## src/rtl/mips_multi_control.sv

```systemverilog
// Multicycle MIPS control FSM: decodes Op/Funct into datapath controls.
// Optional jump support is enabled by defining MIPS_CTRL_JUMP_EN.
module mips_multi_control #(
    parameter int CNT_W = 32
) (
    input  logic             clk,
    input  logic             rst_n,
    input  logic [5:0]       Op,
    input  logic [5:0]       Funct,
    output logic             PC_write,
    output logic             Mem_write,
    output logic             lorD_mux,
    output logic             IR_write,
    output logic             Reg_Dst_mux,
    output logic             Mem_reg_mux,
    output logic             Reg_write,
    output logic             ALU_srcA_mux,
    output logic [1:0]       ALU_srcB_mux,
    output logic [2:0]       ALU_control,
    output logic [1:0]       Pc_src_mux,
    output logic             Branch,
    output logic             instr_done_o,
    output logic             illegal_o,
    output logic [CNT_W-1:0] instr_count_o,
    output logic [3:0]       state_o
);

    typedef enum logic [3:0] {
        FETCH    = 4'd0,
        DECODE   = 4'd1,
        MEMADR   = 4'd2,
        MEMREAD  = 4'd3,
        MEMWB    = 4'd4,
        MEMWRITE = 4'd5,
        EXECUTE  = 4'd6,
        ALUWB    = 4'd7,
        BRANCH   = 4'd8,
        ADDIEX   = 4'd9,
        ADDIWB   = 4'd10,
        JUMP     = 4'd11
    } state_t;

    localparam logic [5:0] OP_R    = 6'b000000;
    localparam logic [5:0] OP_LW   = 6'b100011;
    localparam logic [5:0] OP_SW   = 6'b101011;
    localparam logic [5:0] OP_BEQ  = 6'b000100;
    localparam logic [5:0] OP_ADDI = 6'b001000;
`ifdef MIPS_CTRL_JUMP_EN
    localparam logic [5:0] OP_J    = 6'b000010;
`endif

    state_t           state;
    state_t           dec;
    logic [CNT_W-1:0] count;
    logic             op_ok;

    logic pc_write_d, mem_write_d, ir_write_d, reg_write_d;
    logic branch_d, done_d, illegal_d, pc_src_lo;
`ifdef MIPS_CTRL_JUMP_EN
    logic pc_src_hi;
`endif

    // During reset the output decode shows FETCH regardless of the state register.
    assign dec     = rst_n ? state : FETCH;
    assign state_o = state;
    assign instr_count_o = count;

    // Opcode legality seen from DECODE.
    always_comb begin
        op_ok = 1'b0;
        case (Op)
            OP_LW, OP_SW, OP_R, OP_BEQ, OP_ADDI: op_ok = 1'b1;
`ifdef MIPS_CTRL_JUMP_EN
            OP_J: op_ok = 1'b1;
`endif
            default: op_ok = 1'b0;
        endcase
    end

    // Moore output decode; only EXECUTE and DECODE look at the IR fields.
    always_comb begin
        pc_write_d   = 1'b0;
        mem_write_d  = 1'b0;
        ir_write_d   = 1'b0;
        reg_write_d  = 1'b0;
        branch_d     = 1'b0;
        done_d       = 1'b0;
        illegal_d    = 1'b0;
        pc_src_lo    = 1'b0;
`ifdef MIPS_CTRL_JUMP_EN
        pc_src_hi    = 1'b0;
`endif
        lorD_mux     = 1'b0;
        Reg_Dst_mux  = 1'b0;
        Mem_reg_mux  = 1'b0;
        ALU_srcA_mux = 1'b0;
        ALU_srcB_mux = 2'b00;
        ALU_control  = 3'b000;
        unique case (dec)
            FETCH: begin
                ir_write_d   = 1'b1;
                pc_write_d   = 1'b1;
                ALU_srcB_mux = 2'b01;
                ALU_control  = 3'b010;
            end
            DECODE: begin
                ALU_srcB_mux = 2'b11;
                ALU_control  = 3'b010;
                illegal_d    = ~op_ok;
                done_d       = ~op_ok;
            end
            MEMADR, ADDIEX: begin
                ALU_srcA_mux = 1'b1;
                ALU_srcB_mux = 2'b10;
                ALU_control  = 3'b010;
            end
            MEMREAD: lorD_mux = 1'b1;
            MEMWB: begin
                reg_write_d = 1'b1;
                Mem_reg_mux = 1'b1;
                done_d      = 1'b1;
            end
            MEMWRITE: begin
                lorD_mux    = 1'b1;
                mem_write_d = 1'b1;
                done_d      = 1'b1;
            end
            EXECUTE: begin
                ALU_srcA_mux = 1'b1;
                case (Funct)
                    6'b100000: ALU_control = 3'b010;
                    6'b100010: ALU_control = 3'b110;
                    6'b100100: ALU_control = 3'b000;
                    6'b100101: ALU_control = 3'b001;
                    6'b101010: ALU_control = 3'b111;
                    default: begin
                        ALU_control = 3'b010;
                        illegal_d   = 1'b1;
                    end
                endcase
            end
            ALUWB: begin
                reg_write_d = 1'b1;
                Reg_Dst_mux = 1'b1;
                done_d      = 1'b1;
            end
            BRANCH: begin
                ALU_srcA_mux = 1'b1;
                ALU_control  = 3'b110;
                pc_src_lo    = 1'b1;
                branch_d     = 1'b1;
                done_d       = 1'b1;
            end
            ADDIWB: begin
                reg_write_d = 1'b1;
                done_d      = 1'b1;
            end
`ifdef MIPS_CTRL_JUMP_EN
            JUMP: begin
                pc_write_d = 1'b1;
                pc_src_hi  = 1'b1;
                done_d     = 1'b1;
            end
`endif
            default: ;
        endcase
    end

    assign PC_write     = rst_n & pc_write_d;
    assign Mem_write    = rst_n & mem_write_d;
    assign IR_write     = rst_n & ir_write_d;
    assign Reg_write    = rst_n & reg_write_d;
    assign Branch       = rst_n & branch_d;
    assign instr_done_o = rst_n & done_d;
    assign illegal_o    = rst_n & illegal_d;
`ifdef MIPS_CTRL_JUMP_EN
    assign Pc_src_mux   = {pc_src_hi, pc_src_lo};
`else
    assign Pc_src_mux   = {1'b0, pc_src_lo};
`endif

    // State sequencing and retired-instruction counter.
    always_ff @(posedge clk) begin
        if (!rst_n) begin
            state <= FETCH;
            count <= '0;
        end else begin
            if (instr_done_o) count <= count + CNT_W'(1);
            case (state)
                FETCH: state <= DECODE;
                DECODE: begin
                    case (Op)
                        OP_LW, OP_SW: state <= MEMADR;
                        OP_R:         state <= EXECUTE;
                        OP_BEQ:       state <= BRANCH;
                        OP_ADDI:      state <= ADDIEX;
`ifdef MIPS_CTRL_JUMP_EN
                        OP_J:         state <= JUMP;
`endif
                        default:      state <= FETCH;
                    endcase
                end
                MEMADR:  state <= (Op == OP_SW) ? MEMWRITE : MEMREAD;
                MEMREAD: state <= MEMWB;
                EXECUTE: state <= ALUWB;
                ADDIEX:  state <= ADDIWB;
                default: state <= FETCH;
            endcase
        end
    end

endmodule

```

## config.mk

```make
export PLATFORM = sky130hd
export DESIGN_NAME = mips_multi_control
export DESIGN_NICKNAME = d
export VERILOG_FILES = /design/src/rtl/mips_multi_control.sv
export SDC_FILE = /design/constraint.sdc
export NUM_CORES = 1
export LEC_CHECK = 0
export CAP_MARGIN = 15
export CORE_ASPECT_RATIO = 1.2
export CORE_MARGIN = 4
export CORE_UTILIZATION = 40
export CTS_CLUSTER_DIAMETER = 40
export DETAILED_ROUTE_END_ITERATION = 7
export GPL_ROUTABILITY_DRIVEN = 1
export PLACE_DENSITY_LB_ADDON = 0.05
export SLEW_MARGIN = 20
export SYNTH_ARGS = -nofsm -noshare
export SYNTH_HDL_FRONTEND = slang
export SYNTH_SLANG_ARGS = --single-unit
```

## constraint.sdc

```tcl
create_clock -name clk -period 7.5 [get_ports clk]
set_input_delay 2.25 -clock clk [delete_from_list [all_inputs] [get_ports clk]]
set_output_delay 2.25 -clock clk [all_outputs]
set_load 0.005 [all_outputs]
```

==> results.md, run 1 <==
* Outcome: complete, no violations
* N_diodes at 0
* Metal3 WL at 401 um
* Net Sw Power at 94.35 uW
* Final Wtd Congestion at 0.8072
* Vias in the first global route at 2321
* Die width at 76.12 um
* Crit-path max FO at 20
* Logic pwr share at 10.3%
* GRT Util Overall at 18.01%
* Post-synth ARST share at 0%
* CP Class: in -> out
* Setup Fix Bufs, Post-CTS at 0
* LEAKAGE at 0.9510 nW
* Final setup violation count at 0
* Sequential power share at 51.5%
* Share of cells above drive strength 1 at 5.294%
* HPWL Detailed at 4.390 mm
* # port buffers at 66
* CTS buffer count at 5
* RSZ-0062 raised after global routing: false
* Max_cap viols at 0
* CTS tree: done
* Required @ worst endpoint at 5.25 ns
* DRC at 0
* Pwr dens at 127.8 mW/mm2
* Synth Register Bits at 36
* Syn_area_per_cell at 7.870 um2
* Final hold viol count at 0
* Dpl cell area at 0.002870 mm2
* Max VDD drop at 61.63 uV
* Sink Count at 36
* Initial Util at 41.75%
* DR WL met2 at 3.059 mm
* Clock skew at 0.01248 ns
* Worst skew pair latency at 0.29 ns
* Routed wire per std cell at 15.34 um
* Slowest cell on the critical path: clkdlybuf4s50_1
* Design Area, Final at 0.002963 mm2
* Antenna violations before repair at 0
* Crit share post-route at 88.02%
* Post-synthesis sequential area ratio at 32.36%
* Clock-pin slew of the registers on the worst-case setup and hold paths at 0.08 ns
* # IOs at 68
* Inst Count DP at 394
* Crit-path max cell delay at 0.54 ns
* Die H at 89.74 um
* DRT iter0 DRCs at 136
* Overall die area at 0.006831 mm2
* Hold Crit Start: instr_count_o[14]
* Reg2reg start: state_o[2]
* Post-synth top flop: dfxtp_1
* Antenna-violating nets left at 0
* Cell internal pwr at 284.2 uW
* Via count at 2403
* Switching Share at 24.93%
* Post-synth EDFFs at 0
* Flop2flop setup slack at 5.15 ns
* Synth unique cells at 52
* Finished Layout Cells at 402
* Via-per-instance ratio at 5.978
* Worst slew pin tran at 0.7439 ns
* First-pass DRT Iterations at 4
* Top layer in use: met4
* Post-CTS Hold Buffers at 0
* Nets at 354
* Total congestion overflow at 0
* Rows at 29
* Worst hold path type: reg -> reg
* Clock root cell: clkbuf_8
* Cell Area, Synth at 0.002227 mm2
* H-tree levels at 2
* Worst Setup SP: rst_n
* Syn nets at 298
* CP Data Arrival Time at 4.35 ns
* Minimum clock period at 6.601 ns
* Highest Clock Rate at 151.5 MHz
* Clk pwr share at 38.1%
* Hold WS at 0.4854 ns
* Core area at 0.005334 mm2
* Area Overhead vs Synth at 33.03%
* Total negative slack at 0 ns
* Post-cts gate resize count at 0
* Setup crit end kind: primary output
* Slew Limit Fails at 0
* Slew headroom at 50.22%
* Most used cell, CP: clkdlybuf4s50_1
* Type of origin of the critical path: primary input
* Synth warn at 0
* WL met1 at 2.635 mm
* First-pass GRT wire length at 10.63 mm
* WL final at 6.166 mm
* Post-Synthesis Cells at 283
* Largest net degree at the start of global routing at 46
* Clock buffer depth at 2
* Cell chain of the critical path: clkdlybuf4s50_1, buf_4, nand2_2, or3_1, o22a_1, inv_2, clkdlybuf4s50_1
==> state kept, by name, indices dropped and copies added, names as in the netlist <==
name,count
state_o,4
instr_count_o,32
==> kinds of logic (layout without fill, tap and decap cells) <==
logic type / count (synthesis) / after routing / share of synthesized area (%)
simple gates: 132 / 132 / 32.98
xor+xnor: 3 / 3 / 1.180
fa+ha+maj: 1 / 1 / 0.5617
mux: 6 / 6 / 2.697
buf+inv: 28 / 85 / 6.629
flops: 36 / 36 / 32.36
other cells: 1 / 1 / 0.1684
compound gates: 76 / 76 / 23.43
==> cell type report <==
class,instances,area (um2)
Clock buffer,6,82.58
Fill cell,533,2371
Timing Repair Buffer,69,683.2
Tap cell,62,77.57
Sequential cell,36,720.7
Clock inverter,2,10.01
Multi-Input combinational cell,219,1359
Inverter,8,30.03
==> worst max-delay path, delay by kind of cell <==
family | cells | cell delay (ns)
AOI/OAI and AO/OA | 1 | 0.20
and+or+nand+nor | 2 | 0.48
buffers and inverters | 4 | 1.40
==> final timing paths <==
kind                                          end  depth (start not counted)
worst max register to register   instr_count_o[6]                          6
worst min register to register  instr_count_o[14]                          2
worst min-delay path            instr_count_o[14]                          2
worst max-delay path                 instr_done_o                          7
==> placed cells by master (no fill, tap or decap), types with 2 or more instances in the layout <==
cell type and instances:
nand2b_1 6, inv_1 6, buf_4 3, clkinv_2 2
clkdlybuf4s50_1 66, o32ai_1 2, o2111ai_1 3, a31oi_1 2
and4_1 2, o31ai_1 10, nand4_2 2, o31a_1 5
xnor2_1 3, nand4_1 8, nor4_1 6, inv_2 2
nand2_1 23, and3_1 9, dfxtp_1 36, o21ai_0 7
clkbuf_8 6, and2_1 3, o21ai_1 2, or4_1 10
nor2_1 21, nor2b_1 3, o41ai_1 2, o21a_1 5
a41o_1 3, mux2i_1 6, nand3_1 13, a21oi_1 24
or3_1 8, nor3_1 13, o21bai_1 2
==> routing by layer <==
metal | vias to the layer above | track usage, %
met5 | - | 0
met4 | 0 | 5.685
met3 | 4 | 4.700
met2 | 79 | 30.50
met1 | 1126 | 22.11
li1 | 1194 | -
==> synth_stat cells (7+ instances only) <==
cell	count	area, um2
or3_1	8	50.05
o31ai_1	10	75.07
nor2_1	21	78.83
or4_1	10	75.07
buf_2	7	35.03
dfxtp_1	36	720.7
o21ai_0	7	35.03
a21oi_1	24	120.1
nand4_1	8	50.05
nand3_1	13	65.06
nand2_1	23	86.33
nor3_1	13	65.06
and3_1	9	56.30
==> power by group through the flow <==
stage,registers [mW],clock network [mW],logic (mW)
after CTS,0.195,0.149,0.0393
after global routing,0.195,0.157,0.0430
after global placement,0.199,0,0.0387
after detailed placement,0.199,0,0.0391
final,0.195,0.144,0.0391
after floorplan,0.198,0,0.0230
==> through the flow <==
step                      util [%]  power [mW]  setup slack [ns]
after floorplan                  -      0.2210             1.938
after global placement       53.81      0.2382            0.9269
after detailed placement     53.81      0.2386            0.8790
after CTS                    55.55      0.3833            0.8758
after global routing         55.55      0.3955            0.7890
final                        55.55      0.3785            0.8987
Power figures use the tool's default switching activity.
==> run 2: changes to the inputs <==
--- a/config.mk
+++ b/config.mk
@@ -9,7 +9,7 @@
 export CORE_ASPECT_RATIO = 1.2
 export CORE_MARGIN = 4
 export CORE_UTILIZATION = 40
-export CTS_CLUSTER_DIAMETER = 40
+export CTS_BUF_LIST = sky130_fd_sc_hd__clkbuf_8
 export DETAILED_ROUTE_END_ITERATION = 7
 export GPL_ROUTABILITY_DRIVEN = 1
 export PLACE_DENSITY_LB_ADDON = 0.05
==> constraint.sdc (replaced) <==
create_clock -name clk -period 5.34 [get_ports clk]
set_input_delay 1.602 -clock clk [delete_from_list [all_inputs] [get_ports clk]]
set_output_delay 1.602 -clock clk [all_outputs]
set_load 0.005 [all_outputs]
==> results.md, run 2 (synthesized netlist as in run 1, its figures left out) <==
* First-pass DRT Iterations at 5 (was 4)
* Max VDD drop at 90.77 uV (was 61.63 uV)
* # port buffers at 66 (unchanged)
* Share of cells above drive strength 1 at 5.294% (unchanged)
* CTS tree: done (unchanged)
* Total negative slack at 0 ns (unchanged)
* Outcome: complete, no violations (unchanged)
* Crit-path max FO at 9 (was 20)
* Final hold viol count at 0 (unchanged)
* Core area at 0.005334 mm2 (unchanged)
* Via-per-instance ratio at 5.903 (was 5.978)
* GRT Util Overall at 18.33% (was 18.01%)
* Nets at 355 (was 354)
* Design Area, Final at 0.002974 mm2 (was 0.002963 mm2)
* First-pass GRT wire length at 10.73 mm (was 10.63 mm)
* Most frequent cells in the layout: clkdlybuf4s50_1 (66), dfxtp_1 (36), a21oi_1 (24) (unchanged)
* Total power at 538.3 uW (was 378.5 uW)
* Worst Reg-to-Reg Cells at 6 (unchanged)
* CP Data Arrival Time at 3.51 ns (was 4.35 ns)
* Sink Count at 36 (unchanged)
* Worst hold path type: reg -> reg (unchanged)
* Reg2reg start: state_o[2] (unchanged)
* Vias in the first global route at 2239 (was 2321)
* Finished Layout Cells at 402 (unchanged)
* Crit share post-route at 95.66%
* Dpl cell area at 0.002878 mm2 (was 0.002870 mm2)
* Highest Clock Rate at 195.8 MHz
* Initial Util at 41.75% (unchanged)
* Worst skew pair latency at 0.28 ns (was 0.29 ns)
* Post-CTS Hold Buffers at 0 (unchanged)
* Clock root cell: clkbuf_8 (unchanged)
* Antenna violations before repair at 0 (unchanged)
* Overall die area at 0.006831 mm2 (unchanged)
* # IOs at 68 (unchanged)
* Worst slew pin tran at 0.7357 ns (was 0.7439 ns)
* Final design utilization at 55.76% (was 55.55%)
* Clock skew at 0.004971 ns (was 0.01248 ns)
* CP Class: in -> out (unchanged)
* Setup crit end kind: primary output (unchanged)
* Pre-CTS setup slack at 0.2128 ns (was 0.8790 ns)
* Commonest non-fill, non-tap cell in the layout: clkdlybuf4s50_1 (unchanged)
* Die width at 76.12 um (unchanged)
* Largest net degree at the start of global routing at 46 (unchanged)
* Clock buffer depth at 2 (unchanged)
* Setup Fix Bufs, Post-CTS at 0 (unchanged)
* WL final at 6.132 mm (was 6.166 mm)
* Max reg flops at 32 (unchanged)
* Inst Count DP at 395 (was 394)
* Required @ worst endpoint at 3.74 ns (was 5.25 ns)
* Post-cts gate resize count at 0 (unchanged)
* Rows at 29 (unchanged)
* Pwr dens at 181.0 mW/mm2 (was 127.8 mW/mm2)
* Slew Limit Fails at 0 (unchanged)
* DRT iter0 DRCs at 115 (was 136)
* N_diodes at 0 (unchanged)
* Max_cap viols at 0 (unchanged)
* Area Overhead vs Synth at 33.54% (was 33.03%)
* LEAKAGE at 0.9557 nW (was 0.9510 nW)
* Die H at 89.74 um (unchanged)
* RSZ-0062 raised after global routing: false (unchanged)
* H-tree levels at 2 (unchanged)
* Type of origin of the critical path: primary input (unchanged)
* Slew headroom at 50.78% (was 50.22%)
* Total congestion overflow at 0 (unchanged)
* Worst setup endpoint: instr_done_o (unchanged)
* Final setup violation count at 0 (unchanged)
* HPWL Detailed at 4.391 mm (was 4.390 mm)
* Minimum clock period at 5.108 ns
* Antenna-violating nets left at 0 (unchanged)
* Hold WS at 0.4857 ns (was 0.4854 ns)
* Routed wire per std cell at 15.25 um (was 15.34 um)
* Clock-pin slew of the registers on the worst-case setup and hold paths at 0.07 ns (was 0.08 ns)
* Worst Setup SP: rst_n (unchanged)
* Setup WS post-layout at 0.2320 ns (was 0.8987 ns)
* Flop2flop setup slack at 2.96 ns (was 5.15 ns)
* Via count at 2373 (was 2403)
* Reg2reg end: instr_count_o[6] (unchanged)
* DRC at 0 (unchanged)
* CTS buffer count at 5 (unchanged)
* Final Wtd Congestion at 0.8439 (was 0.8072)
run 2: cell types whose count changed in the layout (fill, tap and decap cells not counted):
cell      before  now
buf_4          3    4
clkbuf_8       6    7
clkinv_2       2    0
run 2: power breakdown:
group | internal [mW] | total, mW | switching (mW)
registers | 0.270 | 0.274 | 0.00410
clock network | 0.115 | 0.208 | 0.0933
logic | 0.0265 | 0.0559 | 0.0294
run 2: final cells by class:
type	count	area (um2)
Inverter	8	30.03
Fill cell	528	2360
Clock buffer	7	96.34
Timing Repair Buffer	70	690.7
Multi-Input combinational cell	219	1359
Tap cell	62	77.57
Sequential cell	36	720.7
run 2: how the worst min path moves through the flow:
| stage | start | endpoint | slack [ns] | cells past startpoint |
|---|---|---|---|---|
| 3_3_place_gp | instr_count_o[20] | instr_count_o[20] | 0.47 | 2 |
| 2_1_floorplan | instr_count_o[20] | instr_count_o[20] | 0.47 | 2 |
| 5_1_grt | instr_count_o[7] | instr_count_o[7] | 0.51 | 2 |
| 3_5_place_dp | instr_count_o[29] | instr_count_o[29] | 0.48 | 2 |
| 4_1_cts | instr_count_o[29] | instr_count_o[29] | 0.49 | 2 |
| 6_report | instr_count_o[29] | instr_count_o[29] | 0.49 | 2 |
run 2: per-layer routing:
| layer | vias to the layer above | share of wire (%) | routed length, um | global-route usage (%) |
|---|---|---|---|---|
| met5 | - | 0 | 0 | 0 |
| met4 | 0 | 1.8 | 110 | 6.414 |
| met3 | 10 | 6.6 | 405 | 5.100 |
| met2 | 73 | 48 | 2917 | 30.21 |
| met1 | 1103 | 44 | 2697 | 22.74 |
| li1 | 1187 | - | - | - |
run 2: worst max-delay path, cell delays in order:
cell,delay (ns)
clkdlybuf4s50_1,0.52
nand2_2,0.09
or3_1,0.37
o22a_1,0.20
inv_2,0.17
clkdlybuf4s50_1,0.53
